===== src/rtl/pipe_pkg.sv =====
// Shared types for the execute-stage controller: forwarding selects,
// multi-cycle FSM states, the pipeline slot record and hazard helpers.
package pipe_pkg;

  localparam int unsigned PIPE_RA_W = 5;

  typedef enum logic [1:0] {
    FWD_RF    = 2'b00,
    FWD_EXMEM = 2'b01,
    FWD_MEMWB = 2'b10
  } fwd_e;

  typedef enum logic [1:0] {
    MD_IDLE = 2'b00,
    MD_BUSY = 2'b01,
    MD_DONE = 2'b10
  } md_state_e;

  // One record for all slots; MEM ignores multi, WB ignores load and multi.
  typedef struct packed {
    logic                 v;
    logic [PIPE_RA_W-1:0] rd;
    logic                 wen;
    logic                 load;
    logic                 multi;
  } slot_t;

  localparam slot_t SLOT_EMPTY = '{
    v:     1'b0,
    rd:    {PIPE_RA_W{1'b0}},
    wen:   1'b0,
    load:  1'b0,
    multi: 1'b0
  };

  function automatic logic slot_hit(input slot_t s, input logic [PIPE_RA_W-1:0] rs);
    return s.v && s.wen && (s.rd == rs) && (rs != {PIPE_RA_W{1'b0}});
  endfunction

  // Youngest writer wins: EX is checked before MEM.
  function automatic fwd_e fwd_pick(input slot_t ex, input slot_t mem,
                                    input logic [PIPE_RA_W-1:0] rs, input logic used);
    fwd_e sel;
    if (!used) begin
      sel = FWD_RF;
    end else if (slot_hit(ex, rs)) begin
      sel = FWD_EXMEM;
    end else if (slot_hit(mem, rs)) begin
      sel = FWD_MEMWB;
    end else begin
      sel = FWD_RF;
    end
    return sel;
  endfunction

endpackage


===== src/rtl/ex_ctrl_if.sv =====
// Decode/execute control bundle between the decode stage (master) and
// the execute-stage controller (slave).
interface ex_ctrl_if
  import pipe_pkg::*;
#(
  parameter int unsigned REG_ADDR_W = PIPE_RA_W
);

  logic                  id_valid;
  logic [REG_ADDR_W-1:0] id_rs1_addr;
  logic [REG_ADDR_W-1:0] id_rs2_addr;
  logic                  id_rs1_used;
  logic                  id_rs2_used;
  logic [REG_ADDR_W-1:0] id_rd_addr;
  logic                  id_rf_w_en;
  logic                  id_is_load;
  logic                  id_is_multi;
  logic                  mem_ready;
  logic                  flush;

  logic                  id_ready;
  logic                  ex_advance;
  logic                  ex_valid;
  logic [1:0]            fwd_sel1;
  logic [1:0]            fwd_sel2;
  logic                  muldiv_start;
  logic                  muldiv_busy;

  modport master (
    output id_valid, id_rs1_addr, id_rs2_addr, id_rs1_used, id_rs2_used,
           id_rd_addr, id_rf_w_en, id_is_load, id_is_multi, mem_ready, flush,
    input  id_ready, ex_advance, ex_valid, fwd_sel1, fwd_sel2,
           muldiv_start, muldiv_busy
  );

  modport slave (
    input  id_valid, id_rs1_addr, id_rs2_addr, id_rs1_used, id_rs2_used,
           id_rd_addr, id_rf_w_en, id_is_load, id_is_multi, mem_ready, flush,
    output id_ready, ex_advance, ex_valid, fwd_sel1, fwd_sel2,
           muldiv_start, muldiv_busy
  );

endinterface


===== src/rtl/muldiv_seq.sv =====
// Multi-cycle op sequencer: keeps EX held for MULDIV_LAT cycles and
// emits a one-cycle start pulse in the first cycle the op sits in EX.
module muldiv_seq
  import pipe_pkg::*;
#(
  parameter int unsigned MULDIV_LAT = 4,
  parameter int unsigned CNT_W      = 8
) (
  input  logic clk,
  input  logic reset,
  input  logic start,
  input  logic flush,
  input  logic mem_ready,
  output logic hold,
  output logic busy,
  output logic start_pulse
);

  // Entry edge already counts as one cycle and DONE as another.
  localparam logic [CNT_W-1:0] CNT_LOAD = CNT_W'(MULDIV_LAT - 32'd2);

  md_state_e        state_q;
  logic [CNT_W-1:0] cnt_q;
  logic             start_q;

  // Sequencer state, counter and registered start pulse.
  always_ff @(posedge clk or negedge reset) begin
    if (!reset) begin
      state_q <= MD_IDLE;
      cnt_q   <= {CNT_W{1'b0}};
      start_q <= 1'b0;
    end else begin
      start_q <= start & ~flush;
      if (flush) begin
        state_q <= MD_IDLE;
        cnt_q   <= {CNT_W{1'b0}};
      end else begin
        case (state_q)
          MD_IDLE: begin
            if (start) begin
              state_q <= MD_BUSY;
              cnt_q   <= CNT_LOAD;
            end else begin
              state_q <= MD_IDLE;
            end
          end
          MD_BUSY: begin
            if (cnt_q == {CNT_W{1'b0}}) begin
              state_q <= MD_DONE;
            end else begin
              cnt_q <= cnt_q - CNT_W'(1);
            end
          end
          MD_DONE: begin
            if (mem_ready && start) begin
              state_q <= MD_BUSY;
              cnt_q   <= CNT_LOAD;
            end else if (mem_ready) begin
              state_q <= MD_IDLE;
            end else begin
              state_q <= MD_DONE;
            end
          end
          default: begin
            state_q <= MD_IDLE;
            cnt_q   <= {CNT_W{1'b0}};
          end
        endcase
      end
    end
  end

  assign hold        = (state_q == MD_BUSY) | ((state_q == MD_DONE) & ~mem_ready);
  assign busy        = (state_q != MD_IDLE);
  assign start_pulse = start_q;

endmodule


===== src/rtl/ex_ctrl.sv =====
// Execute-stage controller: in-flight destination tracking, load-use/RAW stall,
// multi-cycle hold, EX/MEM enable and flush. Option macro: EX_CTRL_FWD_EN.
module ex_ctrl
  import pipe_pkg::*;
#(
  parameter int unsigned REG_ADDR_W = PIPE_RA_W,
  parameter int unsigned MULDIV_LAT = 4,
  parameter int unsigned CNT_W      = 8
) (
  input  logic     clk,
  input  logic     reset,
  ex_ctrl_if.slave bus
);

  logic [REG_ADDR_W-1:0] rs1;
  logic [REG_ADDR_W-1:0] rs2;
  slot_t                 ex_q, ex_d;
  slot_t                 mem_q, mem_d;
  slot_t                 wb_q, wb_d;
  slot_t                 id_slot;
  logic [1:0]            fwd1_q, fwd1_d;
  logic [1:0]            fwd2_q, fwd2_d;
  logic                  dep_stall;
  logic                  hold;
  logic                  ex_advance;
  logic                  id_ready;
  logic                  load_ex;
  logic                  md_start;
  logic                  md_busy;
  logic                  md_start_pulse;
  logic                  unused_slot_bits;

  assign rs1 = bus.id_rs1_addr;
  assign rs2 = bus.id_rs2_addr;

`ifdef EX_CTRL_FWD_EN
  // Only a load still in EX cannot be forwarded in time.
  assign dep_stall = ex_q.load &
                     ((bus.id_rs1_used & slot_hit(ex_q, rs1)) |
                      (bus.id_rs2_used & slot_hit(ex_q, rs2)));
`else
  // Without forwarding, any pending writer blocks until it has left WB.
  assign dep_stall = (bus.id_rs1_used & (slot_hit(ex_q, rs1) | slot_hit(mem_q, rs1) |
                                         slot_hit(wb_q, rs1))) |
                     (bus.id_rs2_used & (slot_hit(ex_q, rs2) | slot_hit(mem_q, rs2) |
                                         slot_hit(wb_q, rs2)));
`endif

  assign ex_advance = bus.mem_ready & ~hold;
  assign id_ready   = ex_advance & ~dep_stall & ~bus.flush;
  assign load_ex    = bus.id_valid & id_ready;
  assign md_start   = load_ex & bus.id_is_multi;

  assign id_slot = '{
    v:     1'b1,
    rd:    bus.id_rd_addr,
    wen:   bus.id_rf_w_en,
    load:  bus.id_is_load,
    multi: bus.id_is_multi
  };

  // Next-state for the slot pipeline and the forwarding selects.
  always_comb begin
    ex_d   = ex_q;
    mem_d  = mem_q;
    wb_d   = wb_q;
    fwd1_d = fwd1_q;
    fwd2_d = fwd2_q;
    if (ex_advance) begin
      wb_d  = mem_q;
      mem_d = ex_q;
      if (load_ex) begin
        ex_d = id_slot;
      end else begin
        ex_d = SLOT_EMPTY;
      end
    end else if (bus.flush) begin
      ex_d.v = 1'b0;
    end else begin
      ex_d = ex_q;
    end
`ifdef EX_CTRL_FWD_EN
    if (load_ex) begin
      fwd1_d = fwd_pick(ex_q, mem_q, rs1, bus.id_rs1_used);
      fwd2_d = fwd_pick(ex_q, mem_q, rs2, bus.id_rs2_used);
    end else begin
      fwd1_d = fwd1_q;
      fwd2_d = fwd2_q;
    end
`else
    fwd1_d = FWD_RF;
    fwd2_d = FWD_RF;
`endif
  end

  // Slot and forwarding-select registers.
  always_ff @(posedge clk or negedge reset) begin
    if (!reset) begin
      ex_q   <= SLOT_EMPTY;
      mem_q  <= SLOT_EMPTY;
      wb_q   <= SLOT_EMPTY;
      fwd1_q <= FWD_RF;
      fwd2_q <= FWD_RF;
    end else begin
      ex_q   <= ex_d;
      mem_q  <= mem_d;
      wb_q   <= wb_d;
      fwd1_q <= fwd1_d;
      fwd2_q <= fwd2_d;
    end
  end

  muldiv_seq #(
    .MULDIV_LAT (MULDIV_LAT),
    .CNT_W      (CNT_W)
  ) u_muldiv_seq (
    .clk         (clk),
    .reset       (reset),
    .start       (md_start),
    .flush       (bus.flush),
    .mem_ready   (bus.mem_ready),
    .hold        (hold),
    .busy        (md_busy),
    .start_pulse (md_start_pulse)
  );

  assign bus.id_ready     = id_ready;
  assign bus.ex_advance   = ex_advance;
  assign bus.ex_valid     = ex_q.v;
  assign bus.fwd_sel1     = fwd1_q;
  assign bus.fwd_sel2     = fwd2_q;
  assign bus.muldiv_start = md_start_pulse;
  assign bus.muldiv_busy  = md_busy;

  // Slot fields kept for traceability that no hazard term reads in this build.
  assign unused_slot_bits = ^{ex_q.load, ex_q.multi, mem_q.load, mem_q.multi, wb_q};

endmodule


===== src/flat_wrapper.sv =====
// flat-port wrapper written by rule: the top's interface ports become plain ports
module ex_ctrl_flat import pipe_pkg::*;
#(
  parameter int unsigned REG_ADDR_W = PIPE_RA_W,
  parameter int unsigned MULDIV_LAT = 4,
  parameter int unsigned CNT_W      = 8
)
  (clk, reset, bus_id_valid, bus_id_rs1_addr, bus_id_rs2_addr, bus_id_rs1_used, bus_id_rs2_used, bus_id_rd_addr, bus_id_rf_w_en, bus_id_is_load, bus_id_is_multi, bus_mem_ready, bus_flush, bus_id_ready, bus_ex_advance, bus_ex_valid, bus_fwd_sel1, bus_fwd_sel2, bus_muldiv_start, bus_muldiv_busy);
  ex_ctrl_if #(.REG_ADDR_W(REG_ADDR_W)) bus_i ();
  input  logic clk;
  input  logic reset;
  input wire logic [$bits(bus_i.id_valid)-1:0] bus_id_valid;
  input wire logic [$bits(bus_i.id_rs1_addr)-1:0] bus_id_rs1_addr;
  input wire logic [$bits(bus_i.id_rs2_addr)-1:0] bus_id_rs2_addr;
  input wire logic [$bits(bus_i.id_rs1_used)-1:0] bus_id_rs1_used;
  input wire logic [$bits(bus_i.id_rs2_used)-1:0] bus_id_rs2_used;
  input wire logic [$bits(bus_i.id_rd_addr)-1:0] bus_id_rd_addr;
  input wire logic [$bits(bus_i.id_rf_w_en)-1:0] bus_id_rf_w_en;
  input wire logic [$bits(bus_i.id_is_load)-1:0] bus_id_is_load;
  input wire logic [$bits(bus_i.id_is_multi)-1:0] bus_id_is_multi;
  input wire logic [$bits(bus_i.mem_ready)-1:0] bus_mem_ready;
  input wire logic [$bits(bus_i.flush)-1:0] bus_flush;
  output wire logic [$bits(bus_i.id_ready)-1:0] bus_id_ready;
  output wire logic [$bits(bus_i.ex_advance)-1:0] bus_ex_advance;
  output wire logic [$bits(bus_i.ex_valid)-1:0] bus_ex_valid;
  output wire logic [$bits(bus_i.fwd_sel1)-1:0] bus_fwd_sel1;
  output wire logic [$bits(bus_i.fwd_sel2)-1:0] bus_fwd_sel2;
  output wire logic [$bits(bus_i.muldiv_start)-1:0] bus_muldiv_start;
  output wire logic [$bits(bus_i.muldiv_busy)-1:0] bus_muldiv_busy;
  assign bus_i.id_valid = bus_id_valid;
  assign bus_i.id_rs1_addr = bus_id_rs1_addr;
  assign bus_i.id_rs2_addr = bus_id_rs2_addr;
  assign bus_i.id_rs1_used = bus_id_rs1_used;
  assign bus_i.id_rs2_used = bus_id_rs2_used;
  assign bus_i.id_rd_addr = bus_id_rd_addr;
  assign bus_i.id_rf_w_en = bus_id_rf_w_en;
  assign bus_i.id_is_load = bus_id_is_load;
  assign bus_i.id_is_multi = bus_id_is_multi;
  assign bus_i.mem_ready = bus_mem_ready;
  assign bus_i.flush = bus_flush;
  assign bus_id_ready = bus_i.id_ready;
  assign bus_ex_advance = bus_i.ex_advance;
  assign bus_ex_valid = bus_i.ex_valid;
  assign bus_fwd_sel1 = bus_i.fwd_sel1;
  assign bus_fwd_sel2 = bus_i.fwd_sel2;
  assign bus_muldiv_start = bus_i.muldiv_start;
  assign bus_muldiv_busy = bus_i.muldiv_busy;
  ex_ctrl #(.REG_ADDR_W(REG_ADDR_W), .MULDIV_LAT(MULDIV_LAT), .CNT_W(CNT_W)) u_core (.clk(clk), .reset(reset), .bus(bus_i));
endmodule

===== config.mk =====
export PLATFORM = sky130hd
export DESIGN_NAME = ex_ctrl_flat
export DESIGN_NICKNAME = d
export VERILOG_FILES = /design/src/rtl/pipe_pkg.sv /design/src/rtl/ex_ctrl_if.sv /design/src/rtl/muldiv_seq.sv /design/src/rtl/ex_ctrl.sv /design/src/flat_wrapper.sv
export SDC_FILE = /design/constraint.sdc
export NUM_CORES = 1
export LEC_CHECK = 0
export CAP_MARGIN = 40
export CORE_ASPECT_RATIO = 0.75
export CORE_MARGIN = 5
export CORE_UTILIZATION = 45
export CTS_BUF_LIST = sky130_fd_sc_hd__clkbuf_16
export CTS_CLUSTER_SIZE = 24
export DETAILED_ROUTE_END_ITERATION = 8
export GPL_TIMING_DRIVEN = 0
export PLACE_DENSITY = 0.82
export SLEW_MARGIN = 0
export SYNTH_ARGS = -nofsm -noshare
export SYNTH_HDL_FRONTEND = slang
export SYNTH_HIERARCHICAL = 1
export SYNTH_SLANG_ARGS = --single-unit

===== constraint.sdc =====
create_clock -name clk -period 2.5 [get_ports clk]
set_input_delay 0.25 -clock clk [delete_from_list [all_inputs] [get_ports clk]]
set_output_delay 0.25 -clock clk [all_outputs]
set_load 0.005 [all_outputs]

=== After elaboration in Yosys (flattened, before gate mapping) ===
Cells that the tools add are included.

* Add/sub/neg operators: 1
* Equality and inequality tests: 12
* Multiplexer cells: 14
* Bitwise logic cells: 19
* Reduce and logical (&&, ||, !) cells: 23

{| class="wikitable"
|+ Operator list
! cell !! count
|-
| 8-bit two-way mux || 4
|-
| 5-bit == test || 6
|-
| 8-bit case mux with 3 select lines || 1
|-
| 9-bit two-way mux || 2
|-
| 1-bit logical AND || 16
|-
| 3-bit inequality test, second input constant || 4
|-
| 5-bit nonzero test || 2
|-
| 1-bit AND || 9
|-
| 8-bit zero test || 1
|-
| 2-bit two-way mux || 4
|-
| 8-bit by 1-bit subtractor with 8-bit output, second input constant || 1
|-
| 1-bit bitwise OR || 6
|-
| 2-bit case mux with 3 select lines || 1
|-
| 1-bit NOT || 4
|-
| 2-bit nonzero test || 2
|-
| 3-bit AND reduction || 1
|-
| 2-bit by 1-bit == test with 1-bit output, second input constant || 1
|-
| 2-bit == test, second input constant || 1
|-
| 2-bit zero test || 1
|-
| 1-bit two-way mux || 2
|}

* Register bits: 34
* Input port bits: 25
* Output and inout port bits: 9
* Logic and storage cells: 83

=== Logic depth before layout (Yosys ltp) ===
* Depth after elaboration: 16
* Mapped depth: 11
* Mapped depth without buffers: 10

=== Modules after synthesis ===
The synthesis kept the hierarchy.

{| class="wikitable"
|+ By module, submodules not included
! module !! times used !! cells an instance !! area an instance (sq um) !! sequential area each (sq um)
|-
| ex_ctrl || 1 || 119 || 1,335.0 || 525.5
|-
| muldiv_seq || 1 || 71 || 650.6 || 275.3
|}

=== Worst setup path after synthesis ===
Ideal clock, no wire load.

* Path kind: reg2reg
* Start point: register u_core.u_muldiv_seq.state_q[0]
* End point: register u_core.u_muldiv_seq.cnt_q[7]
* Library setup time: 0.121 ns
* Arrival: 2.045 ns
* Required time: 2.379 ns
* Path slack: 0.334 ns
* Cell stages (with the launch flop): 12
* Buffers on the path: 1
* Period minus slack after synthesis: 2.166 ns
* Cells stage by stage: dfrtp_1 -> buf_2 -> nand2b_1 -> o21ai_0 -> nand2b_1 -> inv_1 -> and3_1 -> o211ai_4 -> nor3b_2 -> a211o_1 -> o21ai_0 -> a22o_1

* Longest elaborated chain between the ends: 12
* Elaborated cells between the ends (all ways): 18
* Those cells by class: eq/ne (5); mux (2); bitwise (8); reduce/logical (3)

{| class="wikitable"
|+ RTL lines
! element !! line !! source
|-
| start, declared || muldiv_seq.sv:22 || <nowiki>md_state_e state_q;</nowiki>
|-
| start signal, assigned || muldiv_seq.sv:29 || <nowiki>state_q <= MD_IDLE;</nowiki>
|-
| start signal, assigned || muldiv_seq.sv:35 || <nowiki>state_q <= MD_IDLE;</nowiki>
|-
| start signal, assigned || muldiv_seq.sv:41 || <nowiki>state_q <= MD_BUSY;</nowiki>
|-
| 2-bit == test || muldiv_seq.sv:73 || <nowiki>assign hold = (state_q == MD_BUSY) | ((state_q == MD_DONE) & ~mem_ready);</nowiki>
|-
| 1-bit AND || muldiv_seq.sv:73 ||
|-
| 1-bit bitwise OR * || muldiv_seq.sv:73 ||
|-
| net u_core.hold || ex_ctrl.sv:24 || <nowiki>logic hold;</nowiki>
|-
| 1-bit NOT * || ex_ctrl.sv:49 || <nowiki>assign ex_advance = bus.mem_ready & ~hold;</nowiki>
|-
| 1-bit AND * || ex_ctrl.sv:49 ||
|-
| net bus_ex_advance || flat_wrapper.sv:24 || <nowiki>output wire logic [$bits(bus_i.ex_advance)-1:0] bus_ex_advance;</nowiki>
|-
| 1-bit AND * (2 in a row) || ex_ctrl.sv:50 || <nowiki>assign id_ready = ex_advance & ~dep_stall & ~bus.flush;</nowiki>
|-
| 1-bit AND * || ex_ctrl.sv:51 || <nowiki>assign load_ex = bus.id_valid & id_ready;</nowiki>
|-
| 1-bit AND * || ex_ctrl.sv:52 || <nowiki>assign md_start = load_ex & bus.id_is_multi;</nowiki>
|-
| net u_core.md_start || ex_ctrl.sv:28 || <nowiki>logic md_start;</nowiki>
|-
| 1-bit logical AND || muldiv_seq.sv:55 || <nowiki>if (mem_ready && start) begin</nowiki>
|-
| 3-bit inequality test (no line) || - ||
|-
| 3-bit AND reduction (no line) * || - ||
|-
| end signal, assigned || muldiv_seq.sv:36 || <nowiki>cnt_q <= {CNT_W{1'b0}};</nowiki>
|-
| end signal, assigned || muldiv_seq.sv:51 || <nowiki>cnt_q <= cnt_q - CNT_W'(1);</nowiki>
|-
| end signal, assigned || muldiv_seq.sv:66 || <nowiki>cnt_q <= {CNT_W{1'b0}};</nowiki>
|-
| end, declared || muldiv_seq.sv:23 || <nowiki>logic [CNT_W-1:0] cnt_q;</nowiki>
|}

Mark *: on every way through the listed nets, which the timed path passes. The rest lies on a longest branch.
A chain may end at the register's enable or synchronous reset.

=== Worst setup path after layout ===
* Start point: register u_core.u_muldiv_seq.state_q[0]
* End point: register u_core.u_muldiv_seq.cnt_q[7]

* Longest elaborated chain between the ends: 12
* Elaborated cells between the ends (all ways): 18
* Those cells by class: eq/ne (5); mux (2); bitwise (8); reduce/logical (3)

{| class="wikitable"
|+ RTL lines
! element !! line
|-
| 2-bit == test || muldiv_seq.sv:73
|-
| 1-bit AND || muldiv_seq.sv:73
|-
| 1-bit bitwise OR * || muldiv_seq.sv:73
|-
| net u_core.hold || ex_ctrl.sv:24
|-
| 1-bit NOT * || ex_ctrl.sv:49
|-
| 1-bit AND * || ex_ctrl.sv:49
|-
| 1-bit AND * (2 in a row) || ex_ctrl.sv:50
|-
| 1-bit AND * || ex_ctrl.sv:51
|-
| 1-bit AND * || ex_ctrl.sv:52
|-
| net u_core.md_start || ex_ctrl.sv:28
|-
| 1-bit logical AND || muldiv_seq.sv:55
|-
| 3-bit inequality test (no line) || -
|-
| 3-bit AND reduction (no line) * || -
|}

Marked as above.

==> impl_metrics.ini <==
[critical_path]
path_class = reg -> reg
crit_slowest_cell = dfrtp_1
crit_required_ns = 2.66
crit_path_start_kind = register
r2r_start = u_core/u_muldiv_seq/state_q[0]
r2r_slack_ns = 0.16
path_cells = buf_2, nand2b_1, o21ai_0, nand2b_1, inv_1, and3_1, o211ai_4, nor3b_4, a211o_4, o21ai_0, a22o_1
reg2reg_depth = 11
arrival_ns = 2.51
crit_path_end_kind = register
rr_endpoint = u_core/u_muldiv_seq/cnt_q[7]
crit_path_max_incr_delay_ns = 0.37
crit_fanout = 10

[cts]
cts.clk_slew.worst_paths_ns = 0.05
cts_tree = built
cts_htree_levels = 2
postCtsHoldBufs = 0
clock_latency_ns = 0.27
numCtsBuffers = 5
clockBufferDepth = 2
cts_root_buf = clkbuf_16
cts.sinks = 32

[sta]
finalSetupViolCount = 0
hold_viol = 0
min_period_ns = 2.34
finClkSkew_ns = 0.00262
worst_slew_pin_slew_ns = 0.717
period_share_pct = 93.7
relSlewSlack_pct = 52.2
fin_setup_tns_ns = 0
drv_slew = 0
holdWs_ns = 0.0292
fmax_ghz = 0.427

[final_layout]
layoutNonFillerInstCount = 290
multiInputGateArea_mm2 = 0.00115
mostFrequentLayoutCell = dfrtp_1
antenna_cells = 0
area_growth_pct = 31.4
utilization_pct = 62.8
final_nets = 261
fill_cells = 342
layout_common_cells = dfrtp_1 (29), xnor2_1 (19), clkdlybuf4s50_1 (17)
drive_gt1_share_pct = 25.5
regArea_um2 = 805

[synthesis]
synth_area_leaders = dfrtp_1 (40%), xnor2_1 (8.8%), mux2_2 (7.9%), xor2_1 (4.4%), o31ai_2 (3.8%)
ys_warn_count = 6
synth_area_mm2 = 0.00199
yosysSeqAreaShare_pct = 40.3
syn_inst = 190
ys_ff_latch = 32
synth-edff-count = 0
netlist.area_leader.share_pct = 40.3
yosys.area.top_type = dfrtp_1
avgSynthCellArea_um2 = 10.5
ys.flop_type = dfrtp_1
synth.distinct_cells = 47
async_flop_share_pct = 100

[routing]
routed_wl_um = 4640
dr.pass1.iters = 4
drc_errors = 0
avgViaCountPerCell = 5.40
drt.antenna.violating_nets = 0
drtIter0Drc = 130
via_count = 1565
wl_per_cell_um = 16.0

[global_routing]
grt_pass1_wl_um = 7690
grtUsageTotal_pct = 17.2
grt_pass1_vias = 1549
overflow = 0
antenna_found_initial = 0
grt_start_max_net_pins = 33

[die]
die-area_mm2 = 0.00585
ios = 34
fp.dieW_um = 86.7
start_util_pct = 47.8
rows = 20
coreArea_mm2 = 0.00415
die_h_um = 67.5

[power]
leakagePower_nw = 1.18
p_per_area_mw_per_mm2 = 763
vdd_ir_drop_max_mv = 0.341

[outcome]
outcome = completed

[hold_path]
hold_class = in -> async

[place]
place_hpwl_um = 3360
place_inst = 276
portBuffers = 28
globalplace.congestion = 0.856

[flow_run]
cap_violations = 0
power breakdown:
group          internal [mW]  switching (mW)  total [mW]
combinational          0.293           0.332       0.625
sequential             0.591          0.0955       0.687
clock                  0.464           0.214       0.677
Yosys cell counts, types with 3 or more instances:
cell / number
nor4_1: 3
mux2_2: 14
nand3_1: 3
a31oi_1: 8
nand2_1: 11
o21ai_0: 7
nor3_1: 6
o31ai_2: 6
nor2_1: 6
nand4_1: 6
xor2_1: 10
inv_1: 11
dfrtp_1: 32
nand2b_1: 3
buf_4: 4
xnor2_1: 20
critical path: cells and delay by family, from the launching register on:
family	cells	cell delay, ns
AO/OA/AOI/OAI	5	0.75
buffers and inverters	2	0.29
flip-flops	1	0.37
AND/OR/NAND/NOR	4	0.81
final cells by class:
type | count | area share (%)
Tap cell | 55 | 2.64
Buffer | 9 | 2.25
Clock buffer | 5 | 4.80
Sequential cell | 32 | 30.8
Timing Repair Buffer | 34 | 12.4
Inverter | 11 | 1.58
Clock inverter | 3 | 1.49
Multi-Input combinational cell | 141 | 44.0
kinds of logic (layout without fill, tap and decap cells):
logic type	count (synthesis)	in the layout	synth area share (%)
AND/OR/NAND/NOR	52	52	15.1
AO/OA/AOI/OAI	39	39	17.0
flip-flops	32	32	40.3
XOR/XNOR	30	30	13.2
buffers and inverters	20	62	5.04
multiplexers	14	14	7.94
adder cells (fa/ha/maj)	2	2	1.26
other	1	4	0.189
metal layers:
| metal | share of wire [%] | track usage [%] | vias to the layer above |
|---|---|---|---|
| met1 | 46 | 23.9 | 750 |
| met5 | 0 | 0 | - |
| met4 | 1.9 | 6.42 | 0 |
| met2 | 47 | 26.8 | 41 |
| li1 | - | - | 765 |
| met3 | 5.0 | 3.05 | 9 |
worst max path at each step:
| stage | cells after the start | slack (ns) | endpoint | startpoint |
|---|---|---|---|---|
| after global routing | 11 | -0.03 | u_core/u_muldiv_seq/cnt_q[7] | u_core/u_muldiv_seq/state_q[0] |
| after CTS | 7 | 0.01 | bus_id_ready | bus_id_rs2_addr[2] |
| after global placement | 9 | -0.46 | u_core/u_muldiv_seq/cnt_q[7] | bus_id_rs2_addr[2] |
| final | 11 | 0.16 | u_core/u_muldiv_seq/cnt_q[7] | u_core/u_muldiv_seq/state_q[0] |
| after floorplan | 11 | 0.33 | u_core/u_muldiv_seq/cnt_q[7] | u_core/u_muldiv_seq/state_q[0] |
| after detailed placement | 9 | -0.48 | u_core/u_muldiv_seq/cnt_q[7] | bus_id_rs2_addr[2] |
registers in the layout, summed over array words and instances, names as in the netlist:
name / flops
u_core/u_muldiv_seq/cnt_q: 8
u_core/wb_q: 7
u_core/u_muldiv_seq/state_q: 2
u_core/ex_q: 6
u_core/u_muldiv_seq/start_pulse: 1
u_core/bus.ex_valid: 1
u_core/mem_q: 7
what timing repair did:
item / CTS / global route
setup endpoints to repair: 4 / 6
pin swaps: 4 / 8
gates resized for setup: 11 / 11
hold endpoints to repair: 0 / 0
buffers inserted: 3 / 3
through the flow:
stage               cell area [µm²]  power [mW]  setup slack [ns]
floorplan                      2000        1.10             0.334
global placement               2350        1.26            -0.462
detailed placement             2340        1.28            -0.485
CTS                            2530        1.96            0.0130
global route                   2610        2.10           -0.0271
finish                         2610        1.99             0.157
Note: power is estimated with default switching activity, not from simulation.
